$ cat src/rtl/tx_frontend.sv
// UART transmit serialiser: start bit, 7/8 data bits LSB first, optional parity, 1/2 stop bits.
// Defining TX_FRONTEND_BREAK_EN adds a break_i input that holds the line low while idle.
module tx_frontend (
  input  logic        clk_i,
  input  logic        rst_i,
  input  logic [15:0] cr_clk_div_i,
  input  logic        cr_ds_i,
  input  logic [1:0]  cr_p_i,
  input  logic        cr_s_i,
  input  logic [7:0]  data_i,
  input  logic        valid_i,
`ifdef TX_FRONTEND_BREAK_EN
  input  logic        break_i,
`endif
  output logic        ready_o,
  output logic        uart_tx_o,
  output logic        busy_o,
  output logic        done_o
);

  localparam int DATA_W = 8;
  localparam int DIV_W  = 16;

  typedef enum logic [2:0] {
    S_IDLE,
    S_START,
    S_DATA,
    S_PARITY,
    S_STOP,
    S_BREAK,
    S_BRK_REC
  } state_t;

  state_t            state;
  logic [DIV_W-1:0]  div_r;
  logic [DIV_W-1:0]  baud_cnt;
  logic [DATA_W-1:0] shreg;
  logic [2:0]        bit_cnt;
  logic              ds_r;
  logic [1:0]        p_r;
  logic              stop_cnt;
  logic              par_r;
  logic              tx_r;
  logic              busy_r;
  logic              done_r;
  logic              bit_end;
  logic              bit_last;

  // A divider of 0 or 1 both mean one cycle per bit, so the reload never wraps.
  function automatic logic [DIV_W-1:0] baud_load(input logic [DIV_W-1:0] div);
    return (div <= 16'd1) ? {DIV_W{1'b0}} : div - 16'd1;
  endfunction

  assign bit_end  = (baud_cnt == {DIV_W{1'b0}});
  assign bit_last = (bit_cnt == (ds_r ? 3'd7 : 3'd6));

  always_ff @(posedge clk_i or posedge rst_i) begin
    if (rst_i) begin
      state    <= S_IDLE;
      div_r    <= '0;
      baud_cnt <= '0;
      shreg    <= '0;
      bit_cnt  <= '0;
      ds_r     <= 1'b0;
      p_r      <= 2'b00;
      stop_cnt <= 1'b0;
      par_r    <= 1'b0;
      tx_r     <= 1'b1;
      busy_r   <= 1'b0;
      done_r   <= 1'b0;
    end else begin
      done_r <= 1'b0;
      case (state)
        S_IDLE: begin
`ifdef TX_FRONTEND_BREAK_EN
          if (break_i) begin
            state <= S_BREAK;
            tx_r  <= 1'b0;
          end else
`endif
          if (valid_i) begin
            state    <= S_START;
            tx_r     <= 1'b0;
            busy_r   <= 1'b1;
            shreg    <= data_i;
            div_r    <= cr_clk_div_i;
            ds_r     <= cr_ds_i;
            p_r      <= cr_p_i;
            stop_cnt <= cr_s_i;
            par_r    <= cr_p_i[0];
            bit_cnt  <= '0;
            baud_cnt <= baud_load(cr_clk_div_i);
          end
        end
`ifdef TX_FRONTEND_BREAK_EN
        S_BREAK: begin
          if (!break_i) begin
            state    <= S_BRK_REC;
            tx_r     <= 1'b1;
            baud_cnt <= baud_load(cr_clk_div_i);
          end
        end
        S_BRK_REC: begin
          if (bit_end) state <= S_IDLE;
          else         baud_cnt <= baud_cnt - 16'd1;
        end
`endif
        default: begin
          if (!bit_end) begin
            baud_cnt <= baud_cnt - 16'd1;
          end else begin
            baud_cnt <= baud_load(div_r);
            case (state)
              S_START: begin
                state   <= S_DATA;
                tx_r    <= shreg[0];
                par_r   <= par_r ^ shreg[0];
                shreg   <= shreg >> 1;
                bit_cnt <= '0;
              end
              S_DATA: begin
                if (bit_last) begin
                  if (p_r != 2'b00) begin
                    state <= S_PARITY;
                    tx_r  <= par_r;
                  end else begin
                    state <= S_STOP;
                    tx_r  <= 1'b1;
                  end
                end else begin
                  tx_r    <= shreg[0];
                  par_r   <= par_r ^ shreg[0];
                  shreg   <= shreg >> 1;
                  bit_cnt <= bit_cnt + 3'd1;
                end
              end
              S_PARITY: begin
                state <= S_STOP;
                tx_r  <= 1'b1;
              end
              S_STOP: begin
                if (stop_cnt) begin
                  stop_cnt <= 1'b0;
                end else begin
                  state  <= S_IDLE;
                  busy_r <= 1'b0;
                  done_r <= 1'b1;
                  tx_r   <= 1'b1;
                end
              end
              default: state <= S_IDLE;
            endcase
          end
        end
      endcase
    end
  end

`ifdef TX_FRONTEND_BREAK_EN
  assign ready_o = (state == S_IDLE) && !break_i;
`else
  assign ready_o = (state == S_IDLE);
`endif
  assign uart_tx_o = tx_r;
  assign busy_o    = busy_r;
  assign done_o    = done_r;

endmodule

$ cat config.mk
export PLATFORM = sky130hd
export DESIGN_NAME = tx_frontend
export DESIGN_NICKNAME = d
export VERILOG_FILES = /design/src/rtl/tx_frontend.sv
export SDC_FILE = /design/constraint.sdc
export NUM_CORES = 1
export LEC_CHECK = 0
export CORE_MARGIN = 4
export CORE_UTILIZATION = 40
export CTS_CLUSTER_DIAMETER = 30
export CTS_CLUSTER_SIZE = 16
export DETAILED_ROUTE_END_ITERATION = 7
export MAX_ROUTING_LAYER = met4
export PLACE_DENSITY = 0.58
export SLEW_MARGIN = 20
export SYNTH_ARGS = -nofsm -noshare
export SYNTH_HDL_FRONTEND = slang
export SYNTH_SLANG_ARGS = --single-unit
$ cat constraint.sdc
create_clock -name clk_i -period 2.95 [get_ports clk_i]
set_input_delay 0.295 -clock clk_i [delete_from_list [all_inputs] [get_ports clk_i]]
set_output_delay 0.295 -clock clk_i [all_outputs]
set_load 0.02 [all_outputs]
==> out/qor_table.md, run 1 <==
| Parameter | This run |
|:---|:---|
| Number of buffers created by CTS | 5 |
| Final number of setup-violating endpoints | 0 |
| Final worst setup slack | 0.336 ns |
| Buffers inserted by post-CTS timing repair | 0 |
| Net Count, Synth | 434 |
| Total via count in the routed design | 3033 |
| Number of flip-flops and latches in the synthesized netlist | 54 |
| Clock tree from TritonCTS | built |
| Number of sinks driven by the clock tree | 54 |
| Required time worst endpoint | 3.15 ns |
| Pin count of the biggest net entering global routing | 30 |
| Area of the core | 8300 µm² |
| Cell Area, Synth | 3460 µm² |
| Num rows | 33 |
| Unrepaired setup endpoints after global routing | no |
| Outcome | finished clean |
| Post-placement worst setup slack | 0.166 ns |
| Top_reg_cell synth | dfrtp_1 |
| Total stage count of the critical path | 6 |
| Drt total wl | 8860 µm |
| Worst stage delay on the critical path | 0.64 ns |
| Library cell used as clock root buffer | clkbuf_8 |
| Max FO, Critical Path | 17 |
| Post-route fraction of the period consumed by the critical path | 88.6% |
| Number of enable-type register cells in the synthesized netlist | 0 |
| Worst r2r path cells | 6 |
| Worst relative slew slack | 48.6% |
| Per-cell via count in the routed design | 5.60 |
| Initial antenna violation count | 0 |
| Worst setup startpoint | baud_cnt[11] |
| Y dimension of the die | 101 µm |
| First-pass GRT wire length | 14600 µm |
| Reported max-cap violation count | 0 |
| Antenna viol nets, final | 0 |
| Max Fclk | 0.383 GHz |
| Startpoint types | flip-flop |
| Overall overflow remaining after global route | 0 |
| Final hold violation count | 0 |
| HP Class | in2async |
| Die footprint | 10200 µm² |
| Worst-case register-to-register setup slack | 0.34 ns |
| Final instance area | 4100 µm² |
| Element type at the critical path end | flip-flop |
| Final critical-path required period | 2.61 ns |
| Final cell count without fillers | 542 |
| Worst voltage drop across the vdd grid | 0.000206 V |
| Worst Path Arrival | 2.82 ns |
| Antenna fix cells | 0 |
| WS Path Type | reg2reg |
| Area Growth Syn to Fin | 18.7% |
| Placed standard-cell area | 3990 µm² |
| Distinct cell type count of the synthesized netlist | 62 |
| Post-route core utilization | 49.4% |
| GRT Resource Usage Total | 18.4% |
| Drt first pass iters | 4 |
| Sum of negative setup slack | 0 ns |
| Number of buffers inserted by hold repair at cts | 0 |
| Kind of cell with the highest combined delay on the critical path | simple AND/OR/NAND/NOR gates |
| Violation count after the first detailed-route iteration | 203 |
| Share of layout cells above drive strength 1 | 12.1% |
| Count of placed standard cells including taps | 534 |
| Final count of pins violating max slew | 0 |
| Clock slew at reported path FFs | 0.10 ns |
| GPL Wtd Cong | 0.881 |
| Resized cells post-CTS | 0 |
| Total leakage power | 1.63 nW |
| Average wire per standard cell | 16.3 µm |
| Worst-case clock buffer depth | 2 |
| Startpoint of the worst register-to-register path | baud_cnt[11] |
| Cell breakdown of the critical path | or4_1 -> or4_4 -> nand2_1 -> buf_12 -> o21ai_0 -> a211o_1 |
| Final hold slack | 0.348 ns |
| Count of input and output buffers | 34 |
| Worst-margin pin slew | 0.763 ns |
| Endpoint of the worst register-to-register path | baud_cnt[6] |
| Power density over the cells | 396 nW/µm² |
| Net count of the finished layout | 474 |
| Initial standard-cell utilization of the core | 41.6% |
| Number of design rule violations left after detail routing | 0 |
| Async set-or-reset flop fraction in the synthesized netlist | 100% |
| CP max-delay cell | or4_1 |
| Number of global-route vias before repair | 2864 |
| Half-perimeter wire length after placement | 6720 µm |
| Yosys warns | 0 |
| Htree depth | 2 |
| Total power | 1.62 mW |
| Timing endpoint of the critical path | baud_cnt[6] |
| Clock Latency Late Sink | 0.32 ns |
| Buffering stage count on the worst path with inverters included | 1 |
| Floorplan die width | 101 µm |
| Clock skew after layout | 0.0113 ns |
| I/O pin count | 35 |
| Synth Area per Inst | 8.73 µm² |
| Sequential fraction of the synthesis area | 39.1% |
| Post-Synthesis Cells | 396 |
logic make-up after synthesis:
kind of cell / share of synthesized area (%)
AO/OA/AOI/OAI: 17.7
XOR/XNOR: 7.10
adder cells (fa/ha/maj): 2.53
buffers and inverters: 4.45
flip-flops: 39.1
multiplexers: 5.79
AND/OR/NAND/NOR: 23.3
report_power, final:
group          internal, mW  total [mW]  switching [mW]
logic                 0.133       0.269           0.136
registers             0.789       0.846          0.0566
clock network         0.251       0.508           0.257
synthesized netlist by cell type, drive strengths merged, types with 11 or more instances:
library cell	number	area, µm²
xor2	15	131
mux2	16	180
nor2	37	139
a21oi	15	75.1
xnor2	13	114
nand2	48	180
nand3	11	55.1
o21ai	26	134
inv	13	48.8
nor4	11	68.8
clkbuf	12	45.0
nor3	16	80.1
dfrtp	53	1330
cells in the final DEF (no fill, tap or decap), types with 3 or more instances in the layout:
master           instances
dfrtp_1                 53
nand2_1                 48
nor2_1                  37
clkdlybuf4s50_1         34
o21ai_0                 23
buf_4                   17
nor3_1                  16
mux2_2                  16
a21oi_1                 15
xor2_1                  15
xnor2_1                 13
inv_1                   12
nor4_1                  11
nand3_1                 11
a31oi_1                 10
or4_1                    8
or3_1                    8
ha_1                     7
o22ai_1                  6
a211o_1                  5
clkbuf_8                 5
o31ai_1                  4
nor3b_1                  4
nand2b_1                 3
and2_1                   3
o211ai_1                 3
worst min path at each step:
stage	start	end	slack (ns)	cells past startpoint
after floorplan	data_i[7]	shreg[7]	0.43	2
after global placement	uart_tx_o	uart_tx_o	0.46	2
after detailed placement	uart_tx_o	uart_tx_o	0.47	2
after CTS	rst_i	state[1]	0.38	2
after global routing	rst_i	state[1]	0.40	2
final	rst_i	state[1]	0.35	2
metal layers:
layer  track usage, %  routed length [µm]  share of wire (%)  up-vias
met5                -                   0                  0        -
met4             4.70                 144                1.6        0
met3             3.18                 493                5.6       15
met2             28.6                4040                 46       80
met1             25.0                4180                 47     1421
li1                 -                   -                  -     1517
state kept, by name, indices dropped and copies added (netlist names):
register,flops
stop_cnt,1
done_o,1
ds_r,1
shreg,8
busy_o,1
state,3
div_r,16
baud_cnt,16
par_r,1
p_r,2
bit_cnt,3
uart_tx_o,1
worst register-to-register path: cells and delay by family (launching register included):
family / cells / cell delay (ns)
flops: 1 / 0.45
compound gates: 2 / 0.41
buf+inv: 1 / 0.17
simple gates: 3 / 1.48
final cells by class:
type | instances | area, µm²
inverter | 14 | 52.6
multi-input combinational | 308 | 1950
clock buffer | 5 | 68.8
sequential | 54 | 1350
tap | 105 | 131
fill | 824 | 4200
timing repair buffer | 53 | 508
clock inverter | 3 | 40.0
No activity file was read; power rests on OpenSTA's default activity.
==> inputs of run 2 (changes only) <==
--- a/config.mk
+++ b/config.mk
@@ -5,9 +5,10 @@
 export SDC_FILE = /design/constraint.sdc
 export NUM_CORES = 1
 export LEC_CHECK = 0
-export CORE_MARGIN = 4
+export CORE_ASPECT_RATIO = 0.7
+export CORE_MARGIN = 2
 export CORE_UTILIZATION = 40
-export CTS_CLUSTER_DIAMETER = 30
+export CTS_CLUSTER_DIAMETER = 150
 export CTS_CLUSTER_SIZE = 16
 export DETAILED_ROUTE_END_ITERATION = 7
 export MAX_ROUTING_LAYER = met4
==> out/qor_table.md, run 2 (synthesis results as in run 1) <==
| Parameter | This run | Change |
|:---|:---|:---|
| Outcome | finished clean |  |
| Final hold violation count | 0 | unchanged |
| Element type at the critical path end | flip-flop |  |
| Worst-case register-to-register setup slack | 0.26 ns | -0.08 ns |
| Leading cell type in the layout, fill and taps excluded | dfrtp_1 |  |
| Clock slew at reported path FFs | 0.07 ns | -0.03 ns |
| Antenna viol nets, final | 0 | unchanged |
| Initial antenna violation count | 0 | unchanged |
| Drt total wl | 9300 µm | +5.0% |
| Worst-case clock buffer depth | 2 | unchanged |
| Storage cell area | 1350 µm² | unchanged |
| Total via count in the routed design | 3137 | +3.4% |
| Unrepaired setup endpoints after global routing | no |  |
| Net count of the finished layout | 473 | -0.21% |
| Floorplan die width | 115 µm | +14% |
| Average wire per standard cell | 17.2 µm | +5.2% |
| Clock tree from TritonCTS | built |  |
| Max Fclk | 0.371 GHz | -3.0% |
| Final count of pins violating max slew | 0 | unchanged |
| Highest-count cells in the layout ignoring fill and taps | dfrtp_1, nand2_1, nor2_1 |  |
| Share of layout cells above drive strength 1 | 11.5% | -0.66 points |
| GPL Wtd Cong | 0.954 | +8.3% |
| Startpoint types | flip-flop |  |
| HP Class | in2async |  |
| Final worst setup slack | 0.255 ns | -0.0804 ns |
| Half-perimeter wire length after placement | 7020 µm | +4.5% |
| Number of design rule violations left after detail routing | 0 | unchanged |
| Per-cell via count in the routed design | 5.80 | +3.6% |
| Required time worst endpoint | 3.17 ns | +0.02 ns |
| Number of global-route vias before repair | 2867 | +0.10% |
| Y dimension of the die | 81.8 µm | -19% |
| Library cell used as clock root buffer | clkbuf_16 |  |
| Sum of negative setup slack | 0 ns | unchanged |
| Post-placement worst setup slack | 0.136 ns | -0.0303 ns |
| Clock skew after layout | 0.00396 ns | -0.00735 ns |
| Worst Path Arrival | 2.91 ns | +0.09 ns |
| Initial standard-cell utilization of the core | 41.1% | -0.54 points |
| Final critical-path required period | 2.69 ns | +0.0804 ns |
| Htree depth | 2 | unchanged |
| Pin count of the biggest net entering global routing | 55 | +83% |
| Buffers inserted by post-CTS timing repair | 0 | unchanged |
| Number of buffers created by CTS | 5 | unchanged |
| Final hold slack | 0.364 ns | +0.0165 ns |
| Regs by FF count | baud_cnt x16, div_r x16, shreg x8 |  |
| Violation count after the first detailed-route iteration | 246 | +21% |
| Worst-margin pin slew | 0.689 ns | -0.0741 ns |
| Clock Latency Late Sink | 0.30 ns | -0.02 ns |
| WS Path Type | reg2reg |  |
| First-pass GRT wire length | 15200 µm | +4.5% |
| Total power | 1.80 mW | +11% |
| Reported max-cap violation count | 0 | unchanged |
| GRT Resource Usage Total | 21.7% | +3.3 points |
| Num rows | 28 | -15% |
| Worst relative slew slack | 53.9% | +5.2 points |
| Die footprint | 9410 µm² | -7.7% |
| Max FO, Critical Path | 16 | -1 |
| Area Growth Syn to Fin | 19.7% |  |
| Antenna fix cells | 0 | unchanged |
| Overall overflow remaining after global route | 0 | unchanged |
| Total leakage power | 1.64 nW | +0.83% |
| Power density over the cells | 435 nW/µm² | +9.9% |
| Resized cells post-CTS | 0 | unchanged |
| Final number of setup-violating endpoints | 0 | unchanged |
| Number of buffers inserted by hold repair at cts | 0 | unchanged |
| Combined area of the multi-input logic cells | 1950 µm² | unchanged |
| Area of the core | 8410 µm² | +1.3% |
| Fill cell count | 837 | +1.6% |
| Number of sinks driven by the clock tree | 54 | unchanged |
| Worst voltage drop across the vdd grid | 0.000259 V | +26% |
| I/O pin count | 35 | unchanged |
| Drt first pass iters | 4 | unchanged |
| Count of input and output buffers | 34 | unchanged |
| Post-route fraction of the period consumed by the critical path | 91.3% | +2.7 points |
-- run 2: final timing paths --
path,cells after the start,end,from
worst min-delay path,3,shreg[5],rst_i
min in group clk_i,2,uart_tx_o,uart_tx_o
worst max-delay path,9,shreg[5],baud_cnt[0]
max in group asynchronous,3,uart_tx_o,rst_i
worst min register to register,2,uart_tx_o,uart_tx_o
worst max register to register,9,shreg[5],baud_cnt[0]
-- run 2: layout make-up --
class,count,area share [%]
clock inverters,1,0.726
clock buffers,7,3.21
inverters,14,1.27
repair buffers,52,11.8
multi-input cells,308,47.1
flip-flops and latches,54,32.7
well taps,105,3.18
-- run 2: per-layer routing --
metal  wire, µm  up-vias  share of wire (%)  track usage [%]
li1           -     1517                  -                -
met1       4890     1510                 53             33.4
met2       3630      101                 39             28.4
met3        684        9                7.4             4.58
met4         90        0               0.97             5.42
met5          0        -                  0                -
-- run 2: worst max-delay path, stage by stage, from the launching register on --
cell and delay (ns):
dfrtp_1 0.41, inv_1 0.09, ha_1 0.17, or4b_4 0.48, or4_4 0.60, a211o_1 0.25
nand2_1 0.17, buf_4 0.24, nor2_1 0.05, a31oi_1 0.14
-- run 2: stage by stage --
stage	area, µm²	instances	utilization [%]
global placement	3970	533	47.3
detailed placement	3970	533	47.3
global route	4140	541	49.2
CTS	4140	541	49.2
floorplan	3460	396	-
finish	4140	541	49.2
-- run 2: power by group --
part | internal (mW) | switching (mW) | leakage, nW | total, mW
combinational | 0.133 | 0.137 | 0.954 | 0.270
sequential | 0.789 | 0.0662 | 0.612 | 0.856
clock | 0.402 | 0.271 | 0.0781 | 0.673
==> inputs of run 3 (changes only) <==
--- a/config.mk
+++ b/config.mk
@@ -8,11 +8,14 @@
 export CORE_ASPECT_RATIO = 0.7
 export CORE_MARGIN = 2
 export CORE_UTILIZATION = 40
+export CTS_BUF_LIST = sky130_fd_sc_hd__clkbuf_8 sky130_fd_sc_hd__clkbuf_16
 export CTS_CLUSTER_DIAMETER = 150
 export CTS_CLUSTER_SIZE = 16
 export DETAILED_ROUTE_END_ITERATION = 7
+export GPL_TIMING_DRIVEN = 1
 export MAX_ROUTING_LAYER = met4
 export PLACE_DENSITY = 0.58
+export SKIP_LAST_GASP = 1
 export SLEW_MARGIN = 20
 export SYNTH_ARGS = -nofsm -noshare
 export SYNTH_HDL_FRONTEND = slang
==> out/qor_table.md, run 3 (synthesis results as in run 1) <==
| Parameter | This run | Change |
|:---|:---|:---|
| Total power | 1.79 mW | -0.44% |
| Half-perimeter wire length after placement | 7020 µm | unchanged |
| Worst Path Arrival | 2.91 ns | about the same |
| Final cell count without fillers | 541 | unchanged |
| Sum of negative setup slack | 0 ns | unchanged |
| Drt first pass iters | 5 | +1 |
| Max Fclk | 0.371 GHz | -0.11% |
| Worst-case register-to-register setup slack | 0.25 ns | about the same |
| Total leakage power | 1.65 nW | +0.50% |
| Max FO, Critical Path | 16 | unchanged |
| I/O pin count | 35 | unchanged |
| Worst-margin pin slew | 0.690 ns | +0.000522 ns |
| Highest-count cells in the layout ignoring fill and taps | dfrtp_1, nand2_1, nor2_1 |  |
| Y dimension of the die | 81.8 µm | unchanged |
| Clock Latency Late Sink | 0.30 ns | about the same |
| Number of buffers created by CTS | 5 | unchanged |
| Post-route fraction of the period consumed by the critical path | 91.4% | +0.10 points |
| Startpoint types | flip-flop |  |
| Clock tree from TritonCTS | built |  |
| Reported max-cap violation count | 0 | unchanged |
| Buffers inserted by post-CTS timing repair | 0 | unchanged |
| Worst voltage drop across the vdd grid | 0.000259 V | about the same |
| Worst-case clock buffer depth | 2 | unchanged |
| Die footprint | 9410 µm² | unchanged |
| Net count of the finished layout | 473 | unchanged |
| Share of layout cells above drive strength 1 | 11.5% | unchanged |
| First-pass GRT wire length | 15200 µm | unchanged |
| Outcome | finished clean |  |
| Num rows | 28 | unchanged |
| Post-route core utilization | 49.2% | unchanged |
| Htree depth | 2 | unchanged |
| Final critical-path required period | 2.70 ns | +0.00306 ns |
| Overall overflow remaining after global route | 0 | unchanged |
| Antenna fix cells | 0 | unchanged |
| Number of buffers inserted by hold repair at cts | 0 | unchanged |
| Antenna viol nets, final | 0 | unchanged |
| Area of the core | 8410 µm² | unchanged |
| Clock skew after layout | 0.00388 ns | -0.0000760 ns |
| Resized cells post-CTS | 0 | unchanged |
| Unrepaired setup endpoints after global routing | no |  |
| Number of global-route vias before repair | 2867 | unchanged |
| Per-cell via count in the routed design | 5.79 | -0.19% |
| Final worst setup slack | 0.252 ns | -0.00306 ns |
| Final hold violation count | 0 | unchanged |
| Number of sinks driven by the clock tree | 54 | unchanged |
| Initial standard-cell utilization of the core | 41.1% | unchanged |
| Total via count in the routed design | 3131 | -0.19% |
| Final count of pins violating max slew | 0 | unchanged |
| Violation count after the first detailed-route iteration | 246 | unchanged |
| Initial antenna violation count | 0 | unchanged |
| GPL Wtd Cong | 0.954 | unchanged |
| GRT Resource Usage Total | 21.7% | unchanged |
| Number of design rule violations left after detail routing | 0 | unchanged |
| Area Growth Syn to Fin | 19.7% | unchanged |
| Library cell used as clock root buffer | clkbuf_16 |  |
| Final number of setup-violating endpoints | 0 | unchanged |
| Power density over the cells | 433 nW/µm² | -0.44% |
| Count of input and output buffers | 34 | unchanged |
| Drt total wl | 9300 µm | about the same |
| WS Path Type | reg2reg |  |
| Post-placement worst setup slack | 0.136 ns | unchanged |
| Count of placed standard cells including taps | 533 | unchanged |
| Element type at the critical path end | flip-flop |  |
| Floorplan die width | 115 µm | unchanged |
| Required time worst endpoint | 3.17 ns | about the same |
| Leading cell type in the layout, fill and taps excluded | dfrtp_1 |  |
| Worst relative slew slack | 53.8% | about the same |
| Clock slew at reported path FFs | 0.07 ns | about the same |
| Pin count of the biggest net entering global routing | 55 | unchanged |
| Regs by FF count | baud_cnt x16, div_r x16, shreg x8 |  |
| Average wire per standard cell | 17.2 µm | about the same |
| HP Class | in2async |  |
-- run 3: changes by cell type in the layout (fill, tap and decap cells not counted), sizes merged --
cell	change
clkbuf	-2
inv	+2
-- run 3: cell type report --
cell class	instances	area, µm²
Tap cell	105	131
Multi-Input combinational cell	308	1950
Timing Repair Buffer	52	488
Sequential cell	54	1350
Clock inverter	3	37.5
Inverter	14	52.6
Fill cell	837	4270
Clock buffer	5	125
-- run 3: worst max-delay path: stages (launching register included) --
cell and delay, ns:
dfrtp_1 0.41, inv_1 0.09, ha_1 0.17, or4b_4 0.48, or4_4 0.61, a211o_1 0.25, nand2_1 0.17, buf_4 0.24
nor2_1 0.05, a31oi_1 0.14
-- run 3: metrics by stage --
step	hold WS, ns	instance area, µm²
2_1_floorplan	0.434	3460
3_3_place_gp	0.462	3970
3_5_place_dp	0.471	3970
4_1_cts	0.381	4140
5_1_grt	0.408	4140
6_report	0.364	4140
-- run 3: path summary, 6_finish.rpt --
| check | end | cells after the start | start |
|---|---|---|---|
| worst min-delay path | shreg[5] | 3 | rst_i |
| worst max-delay path | shreg[5] | 9 | baud_cnt[0] |
| worst min register to register | uart_tx_o | 2 | uart_tx_o |
| min in group clk_i | uart_tx_o | 2 | uart_tx_o |
| worst max register to register | shreg[5] | 9 | baud_cnt[0] |
| max in group asynchronous | uart_tx_o | 3 | rst_i |
-- run 3: layer usage --
layer / share of wire, % / global-route usage, %
met5: 0 / -
met4: 0.97 / 5.42
met3: 7.8 / 4.58
met2: 39 / 28.4
met1: 52 / 33.4
-- run 3: power breakdown --
group | internal [mW] | switching, mW | leakage [nW]
Sequential | 0.789 | 0.0652 | 0.612
Combinational | 0.133 | 0.137 | 0.954
Clock | 0.395 | 0.271 | 0.0864
